### src/rtl/alu_cmd_issuer.sv
// Command FIFO plus start/done sequencer sitting in front of the TinyALU.
// Optional hung-operation abort is compiled in with `define ALU_TIMEOUT_EN.
module alu_cmd_issuer #(
    parameter int unsigned DEPTH   = 4,
    parameter int unsigned TIMEOUT = 15
) (
    input  logic                    clk,
    input  logic                    reset,
    input  logic                    cmd_valid,
    output logic                    cmd_ready,
    input  logic [2:0]              cmd_op,
    input  logic [7:0]              cmd_a,
    input  logic [7:0]              cmd_b,
    output logic                    alu_start,
    output logic [2:0]              alu_op,
    output logic [7:0]              alu_a,
    output logic [7:0]              alu_b,
    output logic                    alu_rst,
    input  logic                    alu_done,
    input  logic [15:0]             alu_result,
    output logic                    rsp_valid,
    input  logic                    rsp_ready,
    output logic [15:0]             rsp_result,
    output logic [2:0]              rsp_op,
    output logic                    rsp_err,
    output logic [$clog2(DEPTH):0]  fifo_count
);

    localparam int unsigned PTR_W = $clog2(DEPTH);
    localparam int unsigned CNT_W = PTR_W + 1;

    localparam logic [2:0] OP_NOP = 3'b000;
    localparam logic [2:0] OP_UND = 3'b110;
    localparam logic [2:0] OP_RST = 3'b111;

    typedef struct packed {
        logic [2:0] op;
        logic [7:0] a;
        logic [7:0] b;
    } cmd_t;

    typedef enum logic [2:0] {
        S_IDLE,
        S_ISSUE,
        S_NOP,
        S_RST,
        S_RESP
    } state_t;

    state_t           state_q;
    state_t           state_d;
    cmd_t             mem [DEPTH];
    cmd_t             head;
    logic [PTR_W-1:0] wr_ptr;
    logic [PTR_W-1:0] rd_ptr;
    logic [CNT_W-1:0] count_d;
    logic             push;
    logic             pop;

    logic [2:0]       op_d;
    logic [7:0]       a_d;
    logic [7:0]       b_d;
    logic [15:0]      res_d;
    logic [2:0]       rop_d;
    logic             err_d;

    assign push = cmd_valid && cmd_ready;
    assign pop  = (state_q == S_IDLE) && (fifo_count != '0);
    assign head = mem[rd_ptr];

    // FIFO storage carries no reset; occupancy is tracked by the pointers.
    always_ff @(posedge clk) begin
        if (push) begin
            mem[wr_ptr] <= '{op: cmd_op, a: cmd_a, b: cmd_b};
        end
    end

    always_comb begin
        count_d = fifo_count;
        case ({push, pop})
            2'b10:   count_d = fifo_count + CNT_W'(1);
            2'b01:   count_d = fifo_count - CNT_W'(1);
            default: count_d = fifo_count;
        endcase
    end

    always_ff @(posedge clk or posedge reset) begin
        if (reset) begin
            wr_ptr     <= '0;
            rd_ptr     <= '0;
            fifo_count <= '0;
            cmd_ready  <= 1'b1;
        end else begin
            if (push) begin
                wr_ptr <= wr_ptr + PTR_W'(1);
            end
            if (pop) begin
                rd_ptr <= rd_ptr + PTR_W'(1);
            end
            fifo_count <= count_d;
            cmd_ready  <= (count_d < CNT_W'(DEPTH));
        end
    end

`ifdef ALU_TIMEOUT_EN
    localparam int unsigned TMR_W = $clog2(TIMEOUT + 1);

    logic [TMR_W-1:0] timer_q;
    logic             tmr_expired;

    assign tmr_expired = (timer_q == TMR_W'(TIMEOUT - 1));

    // Counts edges spent in ISSUE; cleared whenever the FSM is elsewhere.
    always_ff @(posedge clk or posedge reset) begin
        if (reset) begin
            timer_q <= '0;
        end else if (state_q != S_ISSUE) begin
            timer_q <= '0;
        end else begin
            timer_q <= timer_q + TMR_W'(1);
        end
    end
`else
    // TIMEOUT only has meaning when the abort timer is compiled in.
    if (TIMEOUT == 0) begin : g_no_timer
    end
`endif

    always_comb begin
        state_d = state_q;
        op_d    = alu_op;
        a_d     = alu_a;
        b_d     = alu_b;
        res_d   = rsp_result;
        rop_d   = rsp_op;
        err_d   = rsp_err;
        case (state_q)
            S_IDLE: begin
                if (pop) begin
                    a_d = head.a;
                    b_d = head.b;
                    case (head.op)
                        OP_RST: begin
                            op_d    = OP_RST;
                            state_d = S_RST;
                        end
                        OP_NOP, OP_UND: begin
                            op_d    = OP_NOP;
                            state_d = S_NOP;
                        end
                        default: begin
                            op_d    = head.op;
                            state_d = S_ISSUE;
                        end
                    endcase
                end
            end
            S_ISSUE: begin
                if (alu_done) begin
                    res_d   = alu_result;
                    rop_d   = alu_op;
                    err_d   = 1'b0;
                    state_d = S_RESP;
                end
`ifdef ALU_TIMEOUT_EN
                else if (tmr_expired) begin
                    res_d   = 16'h0000;
                    rop_d   = alu_op;
                    err_d   = 1'b1;
                    state_d = S_RESP;
                end
`endif
            end
            S_NOP, S_RST: begin
                state_d = S_IDLE;
            end
            S_RESP: begin
                if (rsp_ready) begin
                    state_d = S_IDLE;
                end
            end
            default: begin
                state_d = S_IDLE;
            end
        endcase
    end

    // Handshake outputs are registered copies decoded from the next state.
    always_ff @(posedge clk or posedge reset) begin
        if (reset) begin
            state_q    <= S_IDLE;
            alu_start  <= 1'b0;
            alu_rst    <= 1'b0;
            alu_op     <= 3'b000;
            alu_a      <= 8'h00;
            alu_b      <= 8'h00;
            rsp_valid  <= 1'b0;
            rsp_result <= 16'h0000;
            rsp_op     <= 3'b000;
            rsp_err    <= 1'b0;
        end else begin
            state_q    <= state_d;
            alu_start  <= (state_d == S_ISSUE) || (state_d == S_NOP);
            alu_rst    <= (state_d == S_RST);
            alu_op     <= op_d;
            alu_a      <= a_d;
            alu_b      <= b_d;
            rsp_valid  <= (state_d == S_RESP);
            rsp_result <= res_d;
            rsp_op     <= rop_d;
            rsp_err    <= err_d;
        end
    end

endmodule

### config.mk
export PLATFORM = sky130hd
export DESIGN_NAME = alu_cmd_issuer
export DESIGN_NICKNAME = d
export VERILOG_FILES = /design/src/rtl/alu_cmd_issuer.sv
export SDC_FILE = /design/constraint.sdc
export NUM_CORES = 1
export LEC_CHECK = 0
export BUFFER_PORTS_ARGS = -buffer_cell sky130_fd_sc_hd__buf_2
export CAP_MARGIN = 25
export CORE_MARGIN = 2
export CORE_UTILIZATION = 40
export DETAILED_ROUTE_END_ITERATION = 8
export GPL_ROUTABILITY_DRIVEN = 1
export SYNTH_ARGS = -nofsm -noshare
export SYNTH_HDL_FRONTEND = slang
export SYNTH_SLANG_ARGS = --single-unit
### constraint.sdc
create_clock -name clk -period 5.7 [get_ports clk]
set_input_delay 1.71 -clock clk [delete_from_list [all_inputs] [get_ports clk]]
set_output_delay 1.71 -clock clk [all_outputs]
set_load 0.005 [all_outputs]
==> impl_results.md, run 1 <==
* Status: completed
* Port bufs at 84
* Post-synthesis sequential area ratio at 72.9%
* CP endpoint kind: flop
* Power density of the placed cells at 566 mW/mm²
* Starting Density at 40.9%
* Number of global-route vias before repair at 2,621
* Die span in y at 115 µm
* Post-route minimum period at 2.83 ns
* Unique cell type count in the Yosys netlist at 37
* Syn Area/Cell at 19.9 µm²
* Synth cell count leaders: edfxtp_1, dfrtp_1, mux2_2
* Post-route ant nets at 0
* Hold Buf Count CTS at 0
* CP Data Required Time at 6.03 ns
* Routability cong. at 0.656
* Total track usage at 14.1%
* Final TNS setup at 0 ns
* Drt pass-1 iters at 6
* Bufs on Longest Clock Path at 2
* Met2 usage at 22.6%
* Maxcap violations at 0
* Critical path origin: fifo_count[2]$_DFF_PP0_
* Worst slew pin tran at 0.942 ns
* HP Class: reg2reg
* Fin area at 0.00616 mm²
* Crit Path Class: reg2reg
* IO Pins at 86
* Busiest grt layer: met2
* P&R area growth vs syn at 25.2%
* Rows at 40
* Resized Gates After CTS at 0
* Top-count cell post-synth: edfxtp_1
* Ratio of cells with drive above 1 in the final layout at 45.1%
* Clock Sinks at 128
* YS warnings at 0
* Wire per inst at 17.2 µm
* CP Launch Type: flop
* Clock transition at the registers of the reported paths at 0.05 ns
* Dominant synthesized flop cell: edfxtp_1
* Mapped Area at 0.00492 mm²
* Post-route DRC at 0
* Root Buffer Master: clkbuf_16
* Worst hold start: alu_b[3]$_DFFE_PP0P_
* Clk Latency, worst-skew pair at 0.41 ns
* Worst-path maximum fanout at 20
* Total number of vias at 2,463
* Final Skew at 0.00933 ns
* Largest net degree at the start of global routing at 53
* Worst Reg-to-Reg Cells at 8
* Pleak at 0.00247 µW
* GR Util met1 at 17.2%
* Via density at 4.87
* Worst EP arrival at 3.16 ns
* WHS Path Cells at 1
* Count of final hold-check violations at 0
* Die ar. at 0.0132 mm²
* Met3 Track Usage GR at 5.27%
* CTS tree: yes
* Worst Hold End: alu_b[3]$_DFFE_PP0P_
* Grt total ovfl at 0
* Post-synth EDFFs at 76
* Reg2Reg Setup Slack at 2.87 ns
* Slew Viols, Final at 0
* Ant diodes at 0
* RR Endpoint: fifo_count[2]$_DFF_PP0_
* Dpl hpwl at 5410 µm
* Peak supply drop at 323 µV
* WL final at 8680 µm
* Normalized max-slew margin at 37.2%
* 1st-iter DRT viols at 95
* RSZ-0062 raised after global routing: false
* Final worst-path cycle share at 49.7%
* Final nets at 393
* Gate Count Post-Synth at 247
* Total core area at 0.0120 mm²
* DP Area at 0.00551 mm²
* H-tree Lvls at 4
* Fmax at 353 MHz
* Initial antenna violation count at 0
* Power consumption at 3480 µW
* Area contributors post-synth: edfxtp_1, dfrtp_1, mux2_2, mux4_1, mux4_2
* Synth Register Bits at 128
* Post-Syn Nets at 293
* Critical R2R Launch: fifo_count[2]$_DFF_PP0_
* Filler cells at 994
* CTS buffer count at 17
* Final setup viols at 0
* Area share of the leading cell type in the synthesized netlist at 46.4%
* Synth area leader: edfxtp_1
* Postcts setup bufs at 0
* Asr flop ratio synth at 40.6%
* Width of the die at 115 µm
* First-pass GRT wire length at 13,600 µm
==> stage by stage <==
step / instances / hold WS, ns / util [%] / setup slack (ns)
after floorplan: 247 / 0.463 / - / 2.73
after global placement: 470 / 0.464 / 45.6 / 2.32
after detailed placement: 472 / 0.473 / 45.9 / 2.54
after CTS: 503 / 0.486 / 50.7 / 2.78
after global routing: 506 / 0.505 / 51.3 / 2.63
final: 506 / 0.479 / 51.3 / 2.87
==> worst max-delay path, cell delays in order (launching register included) <==
cell and delay (ns):
dfrtp_1 0.42, nor3_1 0.37, or2_1 0.31, clkinv_2 0.41, ha_1 0.38, fa_1 0.38, xnor2_1 0.13, nor2_1 0.18
xor2_1 0.16
==> cells in the final DEF (no fill, tap or decap), drive strengths merged <==
| master | netlist | layout |
|---|---|---|
| a21o | 1 | 1 |
| a21oi | 3 | 3 |
| a2bb2oi | 1 | 1 |
| and3 | 4 | 4 |
| buf | 8 | 91 |
| bufinv | 0 | 3 |
| clkbuf | 2 | 18 |
| clkinv | 1 | 8 |
| clkinvlp | 0 | 3 |
| conb | 1 | 1 |
| dfrtp | 51 | 51 |
| dfstp | 1 | 1 |
| edfxtp | 76 | 76 |
| fa | 1 | 1 |
| ha | 5 | 5 |
| inv | 5 | 5 |
| mux2 | 38 | 38 |
| mux4 | 19 | 19 |
| nand2 | 3 | 3 |
| nand3 | 1 | 1 |
| nand3b | 1 | 1 |
| nor2 | 3 | 3 |
| nor2b | 2 | 2 |
| nor3 | 2 | 2 |
| nor3b | 1 | 1 |
| nor4b | 1 | 1 |
| nor4bb | 1 | 1 |
| o21ai | 2 | 2 |
| o31ai | 2 | 2 |
| or2 | 1 | 1 |
| or3 | 2 | 2 |
| xnor2 | 6 | 6 |
| xor2 | 2 | 2 |
==> sequential cells by signal, indices dropped and copies added (netlist names), 2 cells and up <==
name / count
mem: 76
rsp_result: 16
alu_a: 8
alu_b: 8
alu_op: 3
fifo_count: 3
rsp_op: 3
state_q: 3
rd_ptr: 2
wr_ptr: 2
==> power breakdown <==
group	internal [µW]	switching, µW
Sequential	1270	154
Clock	676	372
Combinational	566	446
Total	2510	972
==> worst max path at each step <==
| stage | slack (ns) | end |
|---|---|---|
| 2_1_floorplan | 2.73 | alu_a[0]$_DFFE_PP0P_ |
| 3_3_place_gp | 2.32 | rsp_result[0]$_DFFE_PP0P_ |
| 3_5_place_dp | 2.54 | mem[0][2]$_DFFE_PP_ |
| 4_1_cts | 2.78 | cmd_ready$_DFF_PP1_ |
| 5_1_grt | 2.63 | cmd_ready$_DFF_PP1_ |
| 6_report | 2.87 | fifo_count[2]$_DFF_PP0_ |
==> cells by family (layout without fill, tap and decap cells) <==
family / count (synthesis) / after routing / synth area share (%)
xor+xnor: 8 / 8 / 1.43
fa+ha+maj: 6 / 6 / 1.68
mux: 57 / 57 / 18.1
compound gates: 9 / 9 / 1.22
simple gates: 22 / 22 / 2.70
buf+inv: 16 / 128 / 1.88
other cells: 1 / 1 / 0.0763
flops: 128 / 128 / 72.9
==> layer usage <==
metal,share of wire [%],up-vias,wire length [µm]
li1,-,1153,-
met1,45,1219,3870
met2,48,81,4210
met3,5.6,10,485
met4,1.4,0,119
met5,0,-,0
==> cell type report <==
type	count	area, µm²	share of cell area [%]
tap	147	184	2.99
timing repair buffer	91	536	8.70
inverter	6	23.8	0.386
clock buffer	18	429	6.97
multi-input combinational	103	1250	20.4
clock inverter	13	146	2.38
sequential	128	3580	58.2
No activity file was read; power rests on OpenSTA's default activity.
==> run 2, diff against run 1 <==
==> constraint.sdc (replaced) <==
create_clock -name clk -period 2.95 [get_ports clk]
set_input_delay 0.885 -clock clk [delete_from_list [all_inputs] [get_ports clk]]
set_output_delay 0.885 -clock clk [all_outputs]
set_load 0.005 [all_outputs]
==> run 2 against run 1 <==
  * Global-route usage barely moved
  * Wire length fell by 1.0%
  * Clock-buffer cell count rose by 1
  * Worst setup slack got worse by 2.3 ns
  * Sequential power rose by 90%
  * Non-clock buffer count rose by 3
  * Register-to-register slack got worse by 2.3 ns
  * Largest cell class unchanged
==> impl_results.md, run 2 (synthesis results as in run 1) <==
* P_sw at 1920 µW (was 972 µW)
* Bufs on Longest Clock Path at 2 (unchanged)
* Fmax at 421 MHz (was 353 MHz)
* P&R area growth vs syn at 25.8% (was 25.2%)
* 1st-iter DRT viols at 133 (was 95)
* Largest register FFs at 76 (unchanged)
* CP endpoint kind: flop (unchanged)
* Post-route minimum period at 2.37 ns (was 2.83 ns)
* Final Skew at 0.00710 ns (was 0.00933 ns)
* Fin area at 0.00618 mm² (was 0.00616 mm²)
* Combinational share of power at 29.0% (was 29.1%)
* Drt pass-1 iters at 4 (was 6)
* Sequential share of power at 39.2% (was 40.8%)
* Maxcap violations at 0 (unchanged)
* Critical path origin: fifo_count[0]$_DFFE_PP0N_ (was fifo_count[2]$_DFF_PP0_)
* Largest net degree at the start of global routing at 37 (was 53)
* WL final at 8590 µm (was 8680 µm)
* Critical R2R Launch: fifo_count[0]$_DFFE_PP0N_ (was fifo_count[2]$_DFF_PP0_)
* CTS buffer count at 17 (unchanged)
* Switching Fraction at 27.8% (was 27.9%)
* Wire per inst at 16.8 µm (was 17.2 µm)
* IO Pins at 86 (unchanged)
* Resized Gates After CTS at 0 (unchanged)
* CP Data Required Time at 3.28 ns (was 6.03 ns)
* Final TNS setup at 0 ns (unchanged)
* Slowest stage delay, CP at 0.44 ns (was 0.42 ns)
* CP Launch Type: flop (unchanged)
* Total core area at 0.0120 mm² (unchanged)
* Clock transition at the registers of the reported paths at 0.06 ns (was 0.05 ns)
* Hold Buf Count CTS at 0 (unchanged)
* Pleak at 0.00250 µW (was 0.00247 µW)
* Width of the die at 115 µm (unchanged)
* HP Class: in2async (was reg2reg)
* Worst slew pin tran at 0.611 ns (was 0.942 ns)
* Postcts setup bufs at 0 (unchanged)
* Final worst-path cycle share at 80.4% (was 49.7%)
* Final setup viols at 0 (unchanged)
* Power density of the placed cells at 1110 mW/mm² (was 566 mW/mm²)
* Initial antenna violation count at 0 (unchanged)
* First-pass GRT wire length at 13,500 µm (was 13,600 µm)
* Post-route ant nets at 0 (unchanged)
* Die ar. at 0.0132 mm² (unchanged)
* Die span in y at 115 µm (unchanged)
* Top flop regs: mem: 76 flops, rsp_result: 16 flops (unchanged)
* Commonest non-fill, non-tap cells in the layout: buf_2, edfxtp_1, dfrtp_1 (unchanged)
* Status: completed (unchanged)
* DP Area at 0.00555 mm² (was 0.00551 mm²)
* Commonest non-fill, non-tap cell in the layout: buf_2 (unchanged)
* Count of final hold-check violations at 0 (unchanged)
* Ant diodes at 0 (unchanged)
* Total track usage at 14.1% (about the same)
* Crit Path Class: reg2reg (unchanged)
* Filler cells at 1,001 (was 994)
* Normalized max-slew margin at 59.2% (was 37.2%)
* Rows at 40 (unchanged)
* Worst path top cell family by delay: simple AND/OR/NAND/NOR gates (unchanged)
* Clock power share at 31.8% (was 30.1%)
* Post-route DRC at 0 (unchanged)
* Dpl hpwl at 5390 µm (was 5410 µm)
* Largest register by flop count: mem (unchanged)
* Via density at 4.93 (was 4.87)
* Buffer and inverter count on the worst path at 1 (unchanged)
* Peak supply drop at 709 µV (was 323 µV)
* Clk Latency, worst-skew pair at 0.41 ns (about the same)
* Worst EP arrival at 2.71 ns (was 3.16 ns)
* Internal power at 4980 µW (was 2510 µW)
* Port bufs at 84 (unchanged)
* H-tree Lvls at 4 (unchanged)
* Final nets at 396 (was 393)
* Total number of vias at 2,513 (was 2,463)
* Root Buffer Master: clkbuf_16 (unchanged)
* Number of global-route vias before repair at 2,588 (was 2,621)
* Worst-path maximum fanout at 6 (was 20)
* Clock Sinks at 128 (unchanged)
* Grt total ovfl at 0 (unchanged)
* Ratio of cells with drive above 1 in the final layout at 46.8% (was 45.1%)
* RSZ-0062 raised after global routing: false (unchanged)
* Crit-path cells: nor3_1 -> or2_1 -> clkinv_2 -> ha_1 -> fa_1 -> xnor2_1 -> nor2_1 -> xor2_1 (unchanged)
* Starting Density at 40.9% (unchanged)
* Routability cong. at 0.726 (was 0.656)
* Slowest cell on the critical path: dfrtp_1 (unchanged)
* CTS tree: yes (unchanged)
* Slew Viols, Final at 0 (unchanged)
run 2: area by class of cell:
| type | count | area [µm²] | share of cell area, % |
|---|---|---|---|
| multi-input combinational | 103 | 1250 | 20.3 |
| clock buffer | 19 | 443 | 7.16 |
| sequential | 128 | 3580 | 58.0 |
| clock inverter | 13 | 186 | 3.01 |
| inverter | 6 | 23.8 | 0.384 |
| tap | 147 | 184 | 2.97 |
| timing repair buffer | 94 | 508 | 8.22 |
run 2: path summary, 6_finish.rpt:
kind	to	slack, ns	cells after the start
max	fifo_count[2]$_DFF_PP0_	0.58	8
min	fifo_count[1]$_DFFE_PP0N_	0.47	2
max reg2reg	fifo_count[2]$_DFF_PP0_	0.58	8
min reg2reg	alu_a[7]$_DFFE_PP0P_	0.49	1
max in group asynchronous	rsp_result[2]$_DFFE_PP0P_	1.95	3
min in group clk	alu_a[7]$_DFFE_PP0P_	0.49	1
run 2: through the flow:
| step | worst slack (ns) | power, µW | std cells | hold slack (ns) | utilization, % |
|---|---|---|---|---|---|
| after floorplan | 0.651 | 4090 | 247 | 0.463 | - |
| after global placement | 0.591 | 4730 | 478 | 0.467 | 46.2 |
| after detailed placement | 0.542 | 4790 | 478 | 0.477 | 46.2 |
| after CTS | 0.573 | 7000 | 510 | 0.465 | 51.5 |
| after global routing | 0.326 | 7310 | 510 | 0.470 | 51.5 |
| final | 0.577 | 6890 | 510 | 0.467 | 51.5 |
run 2: metal layers:
layer	GRT usage [%]	up-vias	wire, µm
met5	0	-	0
met1	16.7	1248	3820
met4	4.34	0	51
met2	22.9	93	4100
li1	-	1165	-
met3	6.91	7	624
run 2: power groups by stage:
stage	Combinational, µW	Clock, µW	Sequential [µW]
2_1_floorplan	1370	0	2730
3_3_place_gp	2000	0	2730
3_5_place_dp	2040	0	2750
4_1_cts	2050	2230	2720
5_1_grt	2210	2330	2770
6_report	2000	2190	2700
==> run 3, diff against run 2 <==
==> constraint.sdc (replaced) <==
create_clock -name clk -period 2.42 [get_ports clk]
set_input_delay 0.726 -clock clk [delete_from_list [all_inputs] [get_ports clk]]
set_output_delay 0.726 -clock clk [all_outputs]
set_load 0.005 [all_outputs]
==> run 3 against run 2 <==
  * Clock-buffer cell count down 1
  * Non-clock buffer count up 1
  * Worst hold slack worse by 0.14 ns
  * Sequential power up 23%
  * Combinational power up 21%
  * Die area unchanged
  * Clock skew up 0.0083 ns
  * Final cell count up 0.20%
  * Register-to-register slack worse by 0.32 ns
  * Global-route usage up 0.16 points
  * Wire length down 0.19%
  * Utilization down 0.094 points
  * Critical path type unchanged
==> impl_results.md, run 3 (synthesis results as in run 1) <==
* Drt pass-1 iters at 3 (was 4)
* Post-route ant nets at 0 (unchanged)
* Final TNS setup at 0 ns (unchanged)
* Worst slew pin tran at 0.525 ns (was 0.611 ns)
* Clk Latency, worst-skew pair at 0.42 ns (was 0.41 ns)
* Crit-path cells: nor3_1 -> or2_4 -> clkinv_2 -> ha_1 -> fa_1 -> xnor2_1 -> nor2_1 -> xor2_1 (was nor3_1 -> or2_1 -> clkinv_2 -> ha_1 -> fa_1 -> xnor2_1 -> nor2_1 -> xor2_1)
* Pleak at 0.00249 µW (was 0.00250 µW)
* Final nets at 397 (was 396)
* Ant diodes at 0 (unchanged)
* Footprint of the multi-input gates at 0.00126 mm² (was 0.00125 mm²)
* Total core area at 0.0120 mm² (unchanged)
* Ratio of cells with drive above 1 in the final layout at 47.3% (was 46.8%)
* Filler cells at 978 (was 1,001)
* HP Class: in2async (unchanged)
* Normalized max-slew margin at 64.5% (was 59.2%)
* Post-route DRC at 0 (unchanged)
* Worst path top cell family by delay: simple AND/OR/NAND/NOR gates (unchanged)
* Via density at 4.93 (about the same)
* Clock transition at the registers of the reported paths at 0.06 ns (about the same)
* Clock Sinks at 128 (unchanged)
* Register area at 0.00358 mm² (unchanged)
* Combinational share of power at 29.2% (was 29.0%)
* Largest register FFs at 76 (unchanged)
* Die ar. at 0.0132 mm² (unchanged)
* Width of the die at 115 µm (unchanged)
* RSZ-0062 raised after global routing: false (unchanged)
* Total track usage at 14.3% (was 14.1%)
* CP endpoint kind: flop (unchanged)
* Worst-path maximum fanout at 6 (unchanged)
* CTS buffer count at 17 (unchanged)
* Starting Density at 40.9% (unchanged)
* CP Data Required Time at 2.75 ns (was 3.28 ns)
* Buffer and inverter count on the worst path at 1 (unchanged)
* Routability cong. at 0.712 (was 0.726)
* WL final at 8580 µm (was 8590 µm)
* Largest net degree at the start of global routing at 32 (was 37)
* Root Buffer Master: clkbuf_16 (unchanged)
* H-tree Lvls at 4 (unchanged)
* Total number of vias at 2,517 (was 2,513)
* CTS tree: yes (unchanged)
* 1st-iter DRT viols at 102 (was 133)
* IO Pins at 86 (unchanged)
* Worst EP arrival at 2.50 ns (was 2.71 ns)
* Largest register by flop count: mem (unchanged)
* P_sw at 2360 µW (was 1920 µW)
* Status: completed (unchanged)
* Port bufs at 84 (unchanged)
* Bufs on Longest Clock Path at 2 (unchanged)
* Power consumption at 8320 µW (was 6890 µW)
* Dpl hpwl at 5390 µm (about the same)
* Final setup viols at 0 (unchanged)
* Sequential share of power at 39.9% (was 39.2%)
* Power density of the placed cells at 1350 mW/mm² (was 1110 mW/mm²)
* Switching Fraction at 28.3% (was 27.8%)
* Top flop regs: mem: 76 flops, rsp_result: 16 flops (unchanged)
* Post-route minimum period at 2.17 ns (was 2.37 ns)
* Crit Path Class: reg2reg (unchanged)
* Final Skew at 0.0154 ns (was 0.00710 ns)
* Die span in y at 115 µm (unchanged)
* Initial antenna violation count at 0 (unchanged)
* Final worst-path cycle share at 89.5% (was 80.4%)
* Slowest stage delay, CP at 0.44 ns (about the same)
* Internal power at 5960 µW (was 4980 µW)
* Fmax at 462 MHz (was 421 MHz)
* Peak supply drop at 795 µV (was 709 µV)
* Grt total ovfl at 0 (unchanged)
* Slowest cell on the critical path: dfrtp_1 (unchanged)
* P&R area growth vs syn at 25.6% (was 25.8%)
* Number of global-route vias before repair at 2,579 (was 2,588)
* First-pass GRT wire length at 13,500 µm (about the same)
* Commonest non-fill, non-tap cells in the layout: buf_2, edfxtp_1, dfrtp_1 (unchanged)
* Slew Viols, Final at 0 (unchanged)
* Wire per inst at 16.8 µm (about the same)
* CP Launch Type: flop (unchanged)
* Hold Buf Count CTS at 0 (unchanged)
* Count of final hold-check violations at 0 (unchanged)
* Rows at 40 (unchanged)
* Commonest non-fill, non-tap cell in the layout: buf_2 (unchanged)
* Clock power share at 30.9% (was 31.8%)
* Maxcap violations at 0 (unchanged)
run 3: final timing paths:
path / cells past startpoint / startpoint / slack (ns) / end
worst max register to register: 8 / fifo_count[0]$_DFFE_PP0N_ / 0.25 / fifo_count[2]$_DFF_PP0_
worst min-delay path: 2 / reset / 0.33 / rsp_op[2]$_DFFE_PP0P_
worst max-delay path: 8 / fifo_count[0]$_DFFE_PP0N_ / 0.25 / fifo_count[2]$_DFF_PP0_
max in group asynchronous: 3 / reset / 1.49 / cmd_ready$_DFF_PP1_
min in group clk: 1 / alu_b[4]$_DFFE_PP0P_ / 0.48 / alu_b[4]$_DFFE_PP0P_
worst min register to register: 1 / alu_b[4]$_DFFE_PP0P_ / 0.48 / alu_b[4]$_DFFE_PP0P_
run 3: cell type report:
type                       count  area share [%]
sequential                   128            58.1
tap                          147            2.98
multi-input combinational    103            20.4
inverter                       6           0.385
clock buffer                  18            6.95
clock inverter                14            2.90
timing repair buffer          95            8.35
run 3: power by group through the flow:
stage | clock (µW) | combinational [µW] | sequential, µW
floorplan | 0 | 1670 | 3320
global placement | 0 | 2430 | 3350
detailed placement | 0 | 2470 | 3370
CTS | 2650 | 2490 | 3340
global route | 2750 | 2720 | 3400
finish | 2570 | 2430 | 3320
run 3: timing repair:
action / in CTS / in global routing
endpoints found under the setup margin: 0 / 2
buffers inserted: 0 / 0
resized for setup: 0 / 1
run 3: per-stage QoR:
step	area, µm²	worst slack [ns]	cells	hold WS [ns]	utilization, %
after floorplan	4920	0.121	247	0.463	-
after global placement	5560	0.235	479	0.469	46.3
after detailed placement	5560	0.182	479	0.474	46.3
after CTS	6170	0.158	511	0.338	51.4
after global routing	6170	0.0586	511	0.355	51.4
final	6170	0.253	511	0.330	51.4
run 3: per-layer routing:
metal,vias up,track usage [%],part of all wire [%]
met1,1255,16.8,43
met3,9,6.06,6.8
met5,-,0,0
met2,83,23.2,49
li1,1170,-,-
met4,0,5.78,1.2
